==> src/rtl/player_ctrl.sv <==
// Purpose : Galaxian player ship controller - key decode, clamped horizontal motion,
//           rate-limited fire requests and the life/explosion/respawn/game-over FSM.
// Latency : all outputs registered; a key or hit sampled on an edge is reflected on that same edge.
// Backpressure: none; fire_req is a one-frame pulse that the missile block must accept when issued.
//
// Ports:
//   frame_clk   frame clock, every state change happens on its rising edge
//   Reset_n     synchronous active-low reset
//   keycodes    NUM_KEYS 8-bit keycode slots, 8'h00 = empty slot
//   hit         player struck this frame (sampled once per edge)
//   PlayerX/Y/S ship centre X, fixed centre Y, fixed half-extent
//   fire_req    one-frame missile request, shot_x is the launch X while it is high
//   lives_left  remaining lives
//   alive/exploding/game_over  state decode (all low while respawning)
module player_ctrl #(
    parameter int NUM_KEYS       = 2,
    parameter int X_MIN          = 0,
    parameter int X_MAX          = 639,
    parameter int SHIP_SIZE      = 40,
    parameter int START_X        = 320,
    parameter int START_Y        = 440,
    parameter int STEP           = 4,
    parameter int FIRE_COOLDOWN  = 16,
    parameter int LIVES          = 3,
    parameter int EXPLODE_FRAMES = 32,
    parameter int RESPAWN_FRAMES = 60
) (
    input  logic                  frame_clk,
    input  logic                  Reset_n,
    input  logic [8*NUM_KEYS-1:0] keycodes,
    input  logic                  hit,
    output logic [9:0]            PlayerX,
    output logic [9:0]            PlayerY,
    output logic [9:0]            PlayerS,
    output logic                  fire_req,
    output logic [9:0]            shot_x,
    output logic [3:0]            lives_left,
    output logic                  alive,
    output logic                  exploding,
    output logic                  game_over
);

    typedef enum logic [1:0] {
        ST_ALIVE     = 2'd0,
        ST_EXPLODING = 2'd1,
        ST_RESPAWN   = 2'd2,
        ST_GAME_OVER = 2'd3
    } state_t;

    // Keycodes of interest
    localparam logic [7:0] KEY_A     = 8'h04;
    localparam logic [7:0] KEY_LEFT  = 8'h50;
    localparam logic [7:0] KEY_D     = 8'h07;
    localparam logic [7:0] KEY_RIGHT = 8'h4F;
    localparam logic [7:0] KEY_SPACE = 8'h2C;

    // Clamp limits for the ship centre so the sprite never leaves the screen
    localparam logic [9:0]  X_LO       = 10'(X_MIN + SHIP_SIZE);
    localparam logic [9:0]  X_LO_STEP  = 10'(X_MIN + SHIP_SIZE + STEP);
    localparam logic [9:0]  X_HI       = 10'(X_MAX - SHIP_SIZE);
    localparam logic [10:0] X_HI_EXT   = 11'(X_MAX - SHIP_SIZE);
    localparam logic [9:0]  STEP_10    = 10'(STEP);
    localparam logic [10:0] STEP_11    = 11'(STEP);
    localparam logic [9:0]  START_X_10 = 10'(START_X);

    localparam logic [7:0] COOLDOWN_INIT = 8'(FIRE_COOLDOWN);
    localparam logic [7:0] EXPLODE_INIT  = 8'(EXPLODE_FRAMES - 1);
    localparam logic [7:0] RESPAWN_INIT  = 8'(RESPAWN_FRAMES - 1);
    localparam logic [3:0] LIVES_INIT    = 4'(LIVES);

    // State registers
    state_t     state_q,    state_d;
    logic [9:0] x_q,        x_d;
    logic [3:0] lives_q,    lives_d;
    logic [7:0] cooldown_q, cooldown_d;
    logic [7:0] timer_q,    timer_d;
    logic       fire_req_q, fire_req_d;
    logic [9:0] shot_x_q,   shot_x_d;

    // Key decode: any slot may carry any code, duplicates are harmless
    logic key_left, key_right, key_fire;

    always_comb begin
        key_left  = 1'b0;
        key_right = 1'b0;
        key_fire  = 1'b0;
        for (int i = 0; i < NUM_KEYS; i++) begin
            if (keycodes[8*i +: 8] == KEY_A || keycodes[8*i +: 8] == KEY_LEFT) begin
                key_left = 1'b1;
            end
            if (keycodes[8*i +: 8] == KEY_D || keycodes[8*i +: 8] == KEY_RIGHT) begin
                key_right = 1'b1;
            end
            if (keycodes[8*i +: 8] == KEY_SPACE) begin
                key_fire = 1'b1;
            end
        end
    end

    // Candidate positions for a left or right step, clamped at the edges.
    // The left test compares before subtracting so it can never underflow;
    // the right sum carries an extra bit so it can never wrap.
    logic [9:0]  x_left;
    logic [10:0] x_sum_right;
    logic [9:0]  x_right;

    always_comb begin
        x_left      = (x_q <= X_LO_STEP) ? X_LO : (x_q - STEP_10);
        x_sum_right = {1'b0, x_q} + STEP_11;
        x_right     = (x_sum_right >= X_HI_EXT) ? X_HI : x_sum_right[9:0];
    end

    // Next-state logic
    always_comb begin
        state_d    = state_q;
        x_d        = x_q;
        lives_d    = lives_q;
        timer_d    = timer_q;
        fire_req_d = 1'b0;
        shot_x_d   = shot_x_q;
        // Cooldown drains in every state unless a fire reloads it below
        cooldown_d = (cooldown_q != 8'd0) ? (cooldown_q - 8'd1) : 8'd0;

        case (state_q)
            ST_ALIVE: begin
                if (hit) begin
                    // Hit wins over fire and movement on this frame
                    state_d = ST_EXPLODING;
                    lives_d = (lives_q != 4'd0) ? (lives_q - 4'd1) : 4'd0;
                    timer_d = EXPLODE_INIT;
                end else begin
                    if (key_fire && cooldown_q == 8'd0) begin
                        fire_req_d = 1'b1;
                        shot_x_d   = x_q;           // launch from the pre-move position
                        cooldown_d = COOLDOWN_INIT;
                    end
                    if (key_left && !key_right) begin
                        x_d = x_left;
                    end else if (key_right && !key_left) begin
                        x_d = x_right;
                    end
                end
            end

            ST_EXPLODING: begin
                if (timer_q == 8'd0) begin
                    if (lives_q == 4'd0) begin
                        state_d = ST_GAME_OVER;
                    end else begin
                        state_d = ST_RESPAWN;
                        timer_d = RESPAWN_INIT;
                        x_d     = START_X_10;
                    end
                end else begin
                    timer_d = timer_q - 8'd1;
                end
            end

            ST_RESPAWN: begin
                if (timer_q == 8'd0) begin
                    state_d    = ST_ALIVE;
                    cooldown_d = 8'd0;
                end else begin
                    timer_d = timer_q - 8'd1;
                end
            end

            ST_GAME_OVER: begin
                // Sticky until reset; position frozen, keys and hits ignored
                state_d = ST_GAME_OVER;
            end

            default: begin
                state_d = ST_ALIVE;
            end
        endcase
    end

    // Single state register block; reset beats every other input
    always_ff @(posedge frame_clk) begin
        if (!Reset_n) begin
            state_q    <= ST_ALIVE;
            x_q        <= START_X_10;
            lives_q    <= LIVES_INIT;
            cooldown_q <= 8'd0;
            timer_q    <= 8'd0;
            fire_req_q <= 1'b0;
            shot_x_q   <= 10'd0;
        end else begin
            state_q    <= state_d;
            x_q        <= x_d;
            lives_q    <= lives_d;
            cooldown_q <= cooldown_d;
            timer_q    <= timer_d;
            fire_req_q <= fire_req_d;
            shot_x_q   <= shot_x_d;
        end
    end

    // Outputs
    assign PlayerX    = x_q;
    assign PlayerY    = 10'(START_Y);
    assign PlayerS    = 10'(SHIP_SIZE);
    assign fire_req   = fire_req_q;
    assign shot_x     = shot_x_q;
    assign lives_left = lives_q;
    assign alive      = (state_q == ST_ALIVE);
    assign exploding  = (state_q == ST_EXPLODING);
    assign game_over  = (state_q == ST_GAME_OVER);

endmodule

==> config.mk <==
export PLATFORM = sky130hd
export DESIGN_NAME = player_ctrl
export DESIGN_NICKNAME = d
export VERILOG_FILES = /design/src/rtl/player_ctrl.sv
export SDC_FILE = /design/constraint.sdc
export NUM_CORES = 1
export LEC_CHECK = 0
export CORE_MARGIN = 1
export CORE_UTILIZATION = 40
export CTS_CLUSTER_SIZE = 14
export DETAILED_ROUTE_END_ITERATION = 16
export GPL_TIMING_DRIVEN = 1
export PLACE_DENSITY = 0.67
export REMOVE_ABC_BUFFERS = 1
export SKIP_LAST_GASP = 1
export SYNTH_ARGS = -nofsm -noshare
export SYNTH_HDL_FRONTEND = slang
export SYNTH_SLANG_ARGS = --single-unit
==> constraint.sdc <==
create_clock -name frame_clk -period 3.19 [get_ports frame_clk]
set_input_delay 0.7975 -clock frame_clk [delete_from_list [all_inputs] [get_ports frame_clk]]
set_output_delay 0.7975 -clock frame_clk [all_outputs]
set_load 0.01 [all_outputs]
=== Word-level counts from Yosys, hierarchy flattened ===
Cells that the tools add are included.

* Bits of input ports: 19
* Memory bits (read-only): 0
* Latch bits: 0
* Output and inout bits: 48
* RAM bits: 0
* Memories kept: 0
* Flip-flop bits (word level): 43

* Equal/unequal tests: 21
* Shifts and indexed selects: 0
* Divide/modulo/power cells: 0
* Mux-type cells: 31
* Magnitude comparators: 2
* Reduce and logical (&&, ||, !) cells: 23
* $mul: 0
* Bitwise logic cells: 3
* Add/subtract/negate cells: 5

{| class="wikitable"
|+ Operators by type and width
! cell !! count
|-
| $mux 10 || 7
|-
| $mux 8 || 8
|-
| $eq 8x3->1 const B || 4
|-
| $eq 8x7->1 const B || 4
|-
| $pmux 8 s3 || 1
|-
| $pmux 10 s2 || 1
|-
| $eq 8x6->1 const B || 2
|-
| $logic_not 8->1 || 2
|-
| $pmux 8 s2 || 1
|-
| $sub 8x1->8 const B || 2
|-
| $add 10x3->11 const B || 1
|-
| $ge 11x10->1 const B || 1
|-
| $le 10x6->1 const B || 1
|-
| $ne 2x2->1 const B || 5
|-
| $sub 10x3->10 const B || 1
|-
| $mux 1 || 8
|-
| $pmux 2 s4 || 1
|-
| $reduce_bool 8->1 || 1
|-
| $mux 2 || 3
|-
| $reduce_and 3->1 || 2
|-
| $reduce_and 5->1 || 1
|-
| $eq 2x2->1 const B || 2
|-
| $logic_not 4->1 || 1
|-
| $logic_or 1x1->1 || 4
|-
| other kinds (16) || 21
|}

=== Depth between registers and ports, before layout ===
Gate-level depths: netlist of run 1.

* Depth in word-level cells: 10
* Gate-level depth with buffers: 10
* Gate-level depth less buffers: 9

=== Least setup slack after synthesis of run 1 ===
OpenSTA, ideal clock, no wires.

* Path kind: input port to flip-flop
* From: input port keycodes[9]
* To: register x_q[5] (netlist: PlayerX[5])
* Slack: 390 ps
* Path buffers: 1
* Data required time: 3,067 ps
* Arrival: 2,678 ps
* Stages: 8
* Cells stage by stage: or4_1 > a211oi_2 > a31oi_2 > or2_1 > buf_6 > o311ai_1 > nor3_1 > a311o_2

* Longest elaborated chain between the ends: 8
* Elaborated cells between the ends (all ways): 17
* Those cells by class: eq/ne (5); mux (5); reduce/logical (7)

{| class="wikitable"
|+ RTL lines
! item !! RTL line !! RTL
|-
| start, declared || 30 || <nowiki>input logic [8*NUM_KEYS-1:0] keycodes,</nowiki>
|-
| $eq 8x3->1 / $eq 8x7->1 (equally long branches) || 91 || <nowiki>if (keycodes[8*i +: 8] == KEY_D || keycodes[8*i +: 8] == KEY_RIGHT) begin</nowiki>
|-
| $logic_or 1x1->1 || 91 ||
|-
| $mux 1 || 91 ||
|-
| $logic_not 1->1 || 137 || <nowiki>if (key_left && !key_right) begin</nowiki>
|-
| $logic_and 1x1->1 || 137 ||
|-
| $mux 10 || 137 ||
|-
| $mux 10 || 126 || <nowiki>if (hit) begin</nowiki>
|-
| $pmux 10 s2 || 124 || <nowiki>case (state_q)</nowiki>
|-
| end signal, assigned || 183 || <nowiki>x_q <= START_X_10;</nowiki>
|-
| end signal, assigned || 191 || <nowiki>x_q <= x_d;</nowiki>
|-
| end, declared || 73 || <nowiki>logic [9:0] x_q, x_d;</nowiki>
|}

Parallel ways exist; a longest one is shown, timed or not. The select of a mux whose other input is x is not followed.
A chain may end at the register's enable or synchronous reset.

=== Final worst setup path of run 1 ===
* From: input port keycodes[4]
* To: register x_q[5] (netlist: PlayerX[5])

* Longest elaborated chain between the ends: 9
* Elaborated cells between the ends (all ways): 19
* Those cells by class: eq/ne (5); mux (7); reduce/logical (7)

{| class="wikitable"
|+ RTL lines
! item !! RTL line
|-
| $eq 8x3->1 / $eq 8x7->1 (equally long branches) || 91
|-
| $logic_or 1x1->1 || 91
|-
| $mux 1 (2 in series) || 91
|-
| $logic_not 1->1 || 137
|-
| $logic_and 1x1->1 || 137
|-
| $mux 10 || 137
|-
| $mux 10 || 126
|-
| $pmux 10 s2 || 124
|}

Parallel ways exist; a longest one is shown, timed or not. The select of a mux whose other input is x is not followed.

==> impl_results.md, run 1 <==
- Endpoint class of the critical path: register
- Post-cts resize count: 0
- Most common cell after layout, fill and taps aside: clkdlybuf4s50_1
- Die Ht: 86.0 um
- CP Depth: 8
- Row cnt: 30
- Slew Limit Fails: 0
- I/O Pins: 67
- Leakage: roughly 1.3 nW
- Final setup viols: 0
- Post-Syn Area: between 2000 and 3000 um^2
- Maximum vdd drop: between 150 and 200 uV
- Hold Buf Count CTS: 0
- Adder and majority cell fraction of the synthesized area: 0.0488
- Filler cells: around 640
- Most frequent cells in the layout: clkdlybuf4s50_1 (46), dfxtp_1 (41), nor2_1 (32), nand2_1 (31), buf_4 (26)
- Simple-gate share of the synthesized area: 0.269
- Total number of vias: about 2,700
- Initial Util: 0.415
- Root Driver: clkbuf_8
- Post-CTS setup buffer count: 0
- N_diodes: 0
- # H-tree levels: 2
- Total power: between 1.5 and 2 mW
- XOR/XNOR share of the synthesized area: 0.0342
- Top FF cell, synth: dfxtp_1
- Max-slew headroom: 0.332
- Post-synth EDFFs: 0
- 1st-iter DRT viols: 70
- Skew final: ~7.5 ps
- Pre-CTS setup slack: -99.2 ps
- CTS tree: done
- Crit. Startpoint: keycodes[4]
- Status: completed
- DIE AREA: around 7400 um^2
- P_int: 1.10 mW
- CTS Buffer Depth: 2
- Slew @ Worst Pin: roughly 990 ps
- Vias/cell: ~5.3
- Cts bufs inserted: 5
- Layout cell share with drive strength beyond 1: 0.127
- Multi-input gate area: 1800 um^2
- Count of cell types in the netlist: 62
- Drt total wl: slightly below 7 mm
- Dpl cell area: between 3000 and 4000 um^2
- Storage cell area: roughly 800 um^2
- Post-synthesis sequential area ratio: 0.291
- Initial antenna violation count: 0
- Synth-to-Final Area Change: 25.0%
- Grt total ovfl: 0
- Tot GR Track Use: 0.187
- Worst-Skew Late Latency: between 300 and 400 ps
- GPL Wtd Cong: between 0.8 and 0.9
- Worst R2R End: PlayerX[5]
- Synth Register Bits: 41
- FMAX: about 340 MHz
- Utilization after layout: 0.519
- Critical path's slowest cell: o311ai_1
- Avg WL per Cell: approximately 13 um
- Port bufs: 46
- First drt pass iteration count: 4
- CORE AREA: roughly 6800 um^2
- Vias in the first global route: ~2,500
- Mux share of post-synthesis cell area: 0.0355
- Worst setup path end: PlayerX[5]
- Clock power frac: 0.191
- Final hold vios: 0
- Placed Cells: ~510
- Comb power frac: 0.434
- Flop pwr share: 0.375
- Design Area, Final: approximately 3500 um^2
- Post-route DRC: 0
- Post-synth ARST share: 0
- Reg-to-reg startpoint: PlayerX[2]
- CP delay by family, top: compound AO/OA/AOI/OAI gates
- Combinational family with the most area after synthesis: simple AND/OR/NAND/NOR gates
- Post-route clock period utilization: 0.930
- Worst reg-to-reg path cell count: 9
- CP startpoint kind: primary input
- Maxcap violations: 0
- Final-stage net count: approximately 450
- Worst path required time: 3390 ps
- CP peak stage delay: ~570 ps
- Critical path cell sequence: clkdlybuf4s50_1, nand2b_1, or4_4, o21ai_4, nor2_1, o311ai_1, nor3_1, a311o_2
- Switching power: ~0.74 mW
- Largest net degree at the start of global routing: 25
- First-pass GRT wire length: approximately 11 mm
- Filler-free cell count of the finished design: between 500 and 600
- Setup slack, reg-to-reg: around 440 ps
- Final HPWL from detailed placement: between 5 and 6 mm
- Final setup margin: approximately 220 ps
- Worst-path clk slew: about 80 ps
- Power density cells: approximately 520 nW/um^2
- Clock tree sinks: 41
- Switching share of power: 0.403
- WS Path Type: in2reg
- Compound-Gate Fraction of Synth Area: 0.223
- WP buf/inv: 1
- Mapped Avg Cell Area: between 7 and 8 um^2
- Post-DRT Antenna Nets: 0
- Die W: 86.0 um
- Yosys Warn Count: 0
- Cells after Synth: 356
- Final Critical Period: ~3000 ps
- Largest fanout on the critical path: 4
- Critical path arrival: 3160 ps
- RSZ-0062 raised after global routing: no
- HP Class: reg2reg
stage by stage:
stage | hold slack [ps] | TNS (ps)
3_5_place_dp | 440 | -163
6_report | 448 | 0
3_3_place_gp | 428 | -161
4_1_cts | 453 | 0
5_1_grt | 484 | 0
2_1_floorplan | 413 | 0
per-layer routing:
metal	track usage	wire, um
met1	0.222	3060
met2	0.333	3290
met3	0.0318	306
met4	0.0758	131
met5	0	0
cells by family after synthesis:
logic type,after synthesis
AOI/OAI and AO/OA,86
muxes,10
buffers and inverters,48
adders and majority gates,11
and+or+nand+nor,147
xor gates and xnor gates,11
DFF,41
other,2
power groups by stage:
stage / logic (mW) / clock network (mW) / registers, mW
after detailed placement: 0.799 / 0 / 0.704
after global placement: 0.782 / 0 / 0.702
after CTS: 0.801 / 0.360 / 0.694
final: 0.802 / 0.353 / 0.694
after global routing: 0.906 / 0.382 / 0.710
after floorplan: 0.587 / 0 / 0.689
synthesized netlist by cell type (2+ instances only):
cell type   n  area, um^2
a211oi_1    2        15.0
a21boi_0    6        45.0
a21o_1      3        22.5
a21oi_1    23         115
a31o_2      2        17.5
a31oi_1     3        18.8
a41oi_1     2        17.5
and2_1      2        12.5
and3_1      2        12.5
buf_4      22         165
clkbuf_1   12        45.0
conb_1      2        7.51
dfxtp_1    41         821
ha_1       11         138
inv_1      11        41.3
mux2i_1    10         100
nand2_1    31         116
nand2b_1    6        37.5
nand3_1    12        60.1
nand3b_1    4        30.0
nand4_1     3        18.8
nor2_1     32         120
nor2b_1    14        87.6
nor3_1     18        90.1
nor4_1      5        31.3
nor4b_1     4        35.0
o211ai_1    2        15.0
o21a_1      3        22.5
o21ai_0    14        70.1
o221a_2     5        56.3
o311ai_1    3        26.3
or3_1       4        25.0
or3b_2      3        26.3
or4_1       2        15.0
xnor2_1     8        70.1
xor2_1      3        26.3
worst min path at each step:
| stage | startpoint | end | slack (ps) | depth (start not counted) |
|---|---|---|---|---|
| 2_1_floorplan | cooldown_q[0] | cooldown_q[0] | 410 | 1 |
| 3_3_place_gp | cooldown_q[0] | cooldown_q[0] | 430 | 1 |
| 3_5_place_dp | cooldown_q[0] | cooldown_q[0] | 440 | 1 |
| 4_1_cts | cooldown_q[0] | cooldown_q[0] | 450 | 1 |
| 5_1_grt | cooldown_q[0] | cooldown_q[0] | 480 | 1 |
| 6_report | cooldown_q[0] | cooldown_q[0] | 450 | 1 |
registers in the layout, summed over array words and instances, names as in the netlist:
register / flops
lives_left: 4
fire_req: 1
cooldown_q: 8
timer_q: 8
state_q: 2
PlayerX: 9
shot_x: 9
cell type report:
cell class,instances,area share
Timing Repair Buffer,72,0.186
Inverter,11,0.0117
Clock inverter,3,0.00497
Tap cell,96,0.0341
Multi-Input combinational cell,285,0.511
Sequential cell,41,0.233
Clock buffer,5,0.0195
(Power assumes the default switching activity.)
==> run 2: changes to the inputs <==
--- a/config.mk
+++ b/config.mk
@@ -11,4 +11,5 @@
 export DETAILED_ROUTE_END_ITERATION = 16
 export GPL_TIMING_DRIVEN = 1
+export MAX_ROUTING_LAYER = met4
 export PLACE_DENSITY = 0.67
 export REMOVE_ABC_BUFFERS = 1
==> constraint.sdc (replaced) <==
create_clock -name frame_clk -period 3.19 [get_ports frame_clk]
set_input_delay 0.7975 -clock frame_clk [delete_from_list [all_inputs] [get_ports frame_clk]]
set_output_delay 0.7975 -clock frame_clk [all_outputs]
set_load 0.05 [all_outputs]
==> impl_results.md, run 2 (synthesis results as in run 1) <==
- N_diodes: 0 (unchanged)
- CORE AREA: 6790 um^2 (unchanged)
- Worst-path clk slew: 80 ps (about the same)
- Setup slack, reg-to-reg: 460 ps (+20 ps)
- Tot GR Track Use: 0.192 (+0.00455)
- WL met2: 3.21 mm (-2.6%)
- Die W: 86.0 um (unchanged)
- WHS: 448 ps (+0.218 ps)
- Maxcap violations: 0 (unchanged)
- Worst path required time: 3390 ps (about the same)
- Most common cell after layout, fill and taps aside: clkdlybuf4s50_1
- Post-route clock period utilization: 0.930 (about the same)
- Total number of vias: 2,702 (-0.37%)
- CTS tree: done
- DIE AREA: 7390 um^2 (unchanged)
- First-pass GRT wire length: 11.2 mm (+0.25%)
- Placed Cells: 504 (-0.20%)
- I/O Pins: 67 (unchanged)
- Final Critical Period: 2970 ps (-0.316 ps)
- Post-DRT Antenna Nets: 0 (unchanged)
- # H-tree levels: 2 (unchanged)
- Cts bufs inserted: 5 (unchanged)
- Post-route DRC: 0 (unchanged)
- Layout cell share with drive strength beyond 1: 0.127 (+0.000306)
- Maximum vdd drop: 196 uV (-1.5%)
- Worst-Skew Late Latency: 300 ps (about the same)
- Critical path's slowest cell: o311ai_1
- Endpoint class of the critical path: register
- Slew @ Worst Pin: 894 ps (-92.3 ps)
- HP Class: reg2reg
- 1st-iter DRT viols: 81 (+16%)
- Worst reg-to-reg path cell count: 9 (unchanged)
- Port bufs: 46 (unchanged)
- Hold Buf Count CTS: 0 (unchanged)
- Synth-to-Final Area Change: 24.9% (about the same)
- Critical path cell sequence: clkdlybuf4s50_1, nand2b_1, or4_4, o21ai_4, nor2_1, o311ai_1, nor3_1, a311o_2
- CP startpoint kind: primary input
- Utilization after layout: 0.519 (about the same)
- Status: completed
- Initial Util: 0.415 (unchanged)
- CP peak stage delay: 570 ps (about the same)
- Filler-free cell count of the finished design: 512 (-0.19%)
- Final hold vios: 0 (unchanged)
- Drt total wl: 6.68 mm (-1.5%)
- Clock tree sinks: 41 (unchanged)
- WS Path Type: in2reg
- Hold Crit Endpoint: cooldown_q[0]
- Reg-to-reg startpoint: PlayerX[3]
- Largest fanout on the critical path: 4 (unchanged)
- Post-CTS setup buffer count: 0 (unchanged)
- Skew final: 5.48 ps (-2.03 ps)
- Most frequent cells in the layout: clkdlybuf4s50_1 (46), dfxtp_1 (41), nor2_1 (32), nand2_1 (31), buf_4 (25)
- Root Driver: clkbuf_8
- CTS Buffer Depth: 2 (unchanged)
- Worst R2R End: PlayerX[5]
- Final setup margin: 225 ps (+0.316 ps)
- Row cnt: 30 (unchanged)
- Slew Limit Fails: 0 (unchanged)
- Final HPWL from detailed placement: 4.96 mm (-0.91%)
- Filler cells: 684 (+7.7%)
- Hold Startpoint: cooldown_q[0]
- Largest net degree at the start of global routing: 25 (unchanged)
- Initial antenna violation count: 0 (unchanged)
- Max-slew headroom: 0.395 (+0.0625)
- Critical path arrival: 3160 ps (about the same)
- GPL Wtd Cong: 0.881 (-1.7%)
- Leakage: 1.32 nW (-0.39%)
- RSZ-0062 raised after global routing: no
- Setup TNS: 0 ps (unchanged)
- Die Ht: 86.0 um (unchanged)
- Final setup viols: 0 (unchanged)
- Vias in the first global route: 2,496 (+1.6%)
- Final-stage net count: 445 (-0.22%)
- First drt pass iteration count: 4 (unchanged)
- FMAX: 337 MHz (about the same)
- Pre-CTS setup slack: -106 ps (-6.62 ps)
- Grt total ovfl: 0 (unchanged)
- Power density cells: 556 nW/um^2 (+6.1%)
- Hold path cells: 1 (unchanged)
- Post-cts resize count: 0 (unchanged)
- DR WL met3: 283 um (-7.5%)
- Highest metal used: met4
- Avg WL per Cell: 13.1 um (-1.3%)
- Met1 wire length: 3.12 mm (+2.2%)
- Vias/cell: 5.28 (-0.17%)
[run 2: cell count changes in the layout (fill, tap and decap cells not counted)]
cell,delta
buf_4,-1
a31oi_2,+1
a31oi_1,-1
[run 2: final cells by class]
type / instances / area (um^2) / share of cell area
clock inverter: 3 / 17.5 / 0.00497
clock buffer: 5 / 68.8 / 0.0195
inverter: 11 / 41.3 / 0.0117
sequential: 41 / 821 / 0.233
tap: 96 / 120 / 0.0341
timing repair buffer: 71 / 648 / 0.184
multi-input combinational: 285 / 1810 / 0.513
[run 2: stage by stage]
stage               power, mW  instance area (um^2)
CTS                      1.97                  3520
floorplan                1.39                  2660
detailed placement       1.62                  3430
global placement         1.60                  3430
finish                   1.96                  3520
global route             2.12                  3520
[run 2: critical path: cells and delay by family]
kind | cells | cell delay (ps)
AOI/OAI and AO/OA | 3 | 1070
buffers and inverters | 1 | 410
and+or+nand+nor | 4 | 860
[run 2: worst max path at each step]
stage,slack (ps),to,cells after the start,start
after floorplan,330,PlayerX[5],7,keycodes[4]
after global placement,-80,PlayerX[5],8,keycodes[4]
after detailed placement,-110,PlayerX[7],9,keycodes[9]
after CTS,200,PlayerX[7],9,keycodes[9]
after global routing,70,PlayerX[6],8,keycodes[9]
final,220,PlayerX[5],8,keycodes[4]
[run 2: routing by layer]
metal	global-route usage	vias to the layer above
met3	0.0356	7
met4	0.0606	0
met2	0.324	81
li1	-	1356
met5	-	-
met1	0.231	1258
[run 2: power by group]
group / internal, mW / leakage, nW / total (mW) / switching [mW]
Sequential: 0.607 / 0.334 / 0.696 / 0.0896
Combinational: 0.352 / 0.944 / 0.923 / 0.572
Clock: 0.151 / 0.0439 / 0.340 / 0.189
Total: 1.11 / 1.32 / 1.96 / 0.850
==> run 3: changes to the inputs <==
Settings changed: CTS_CLUSTER_DIAMETER set to 100.
==> results of run 3 <==
No change in the layout: final DEF, timing and power equal those of run 2.
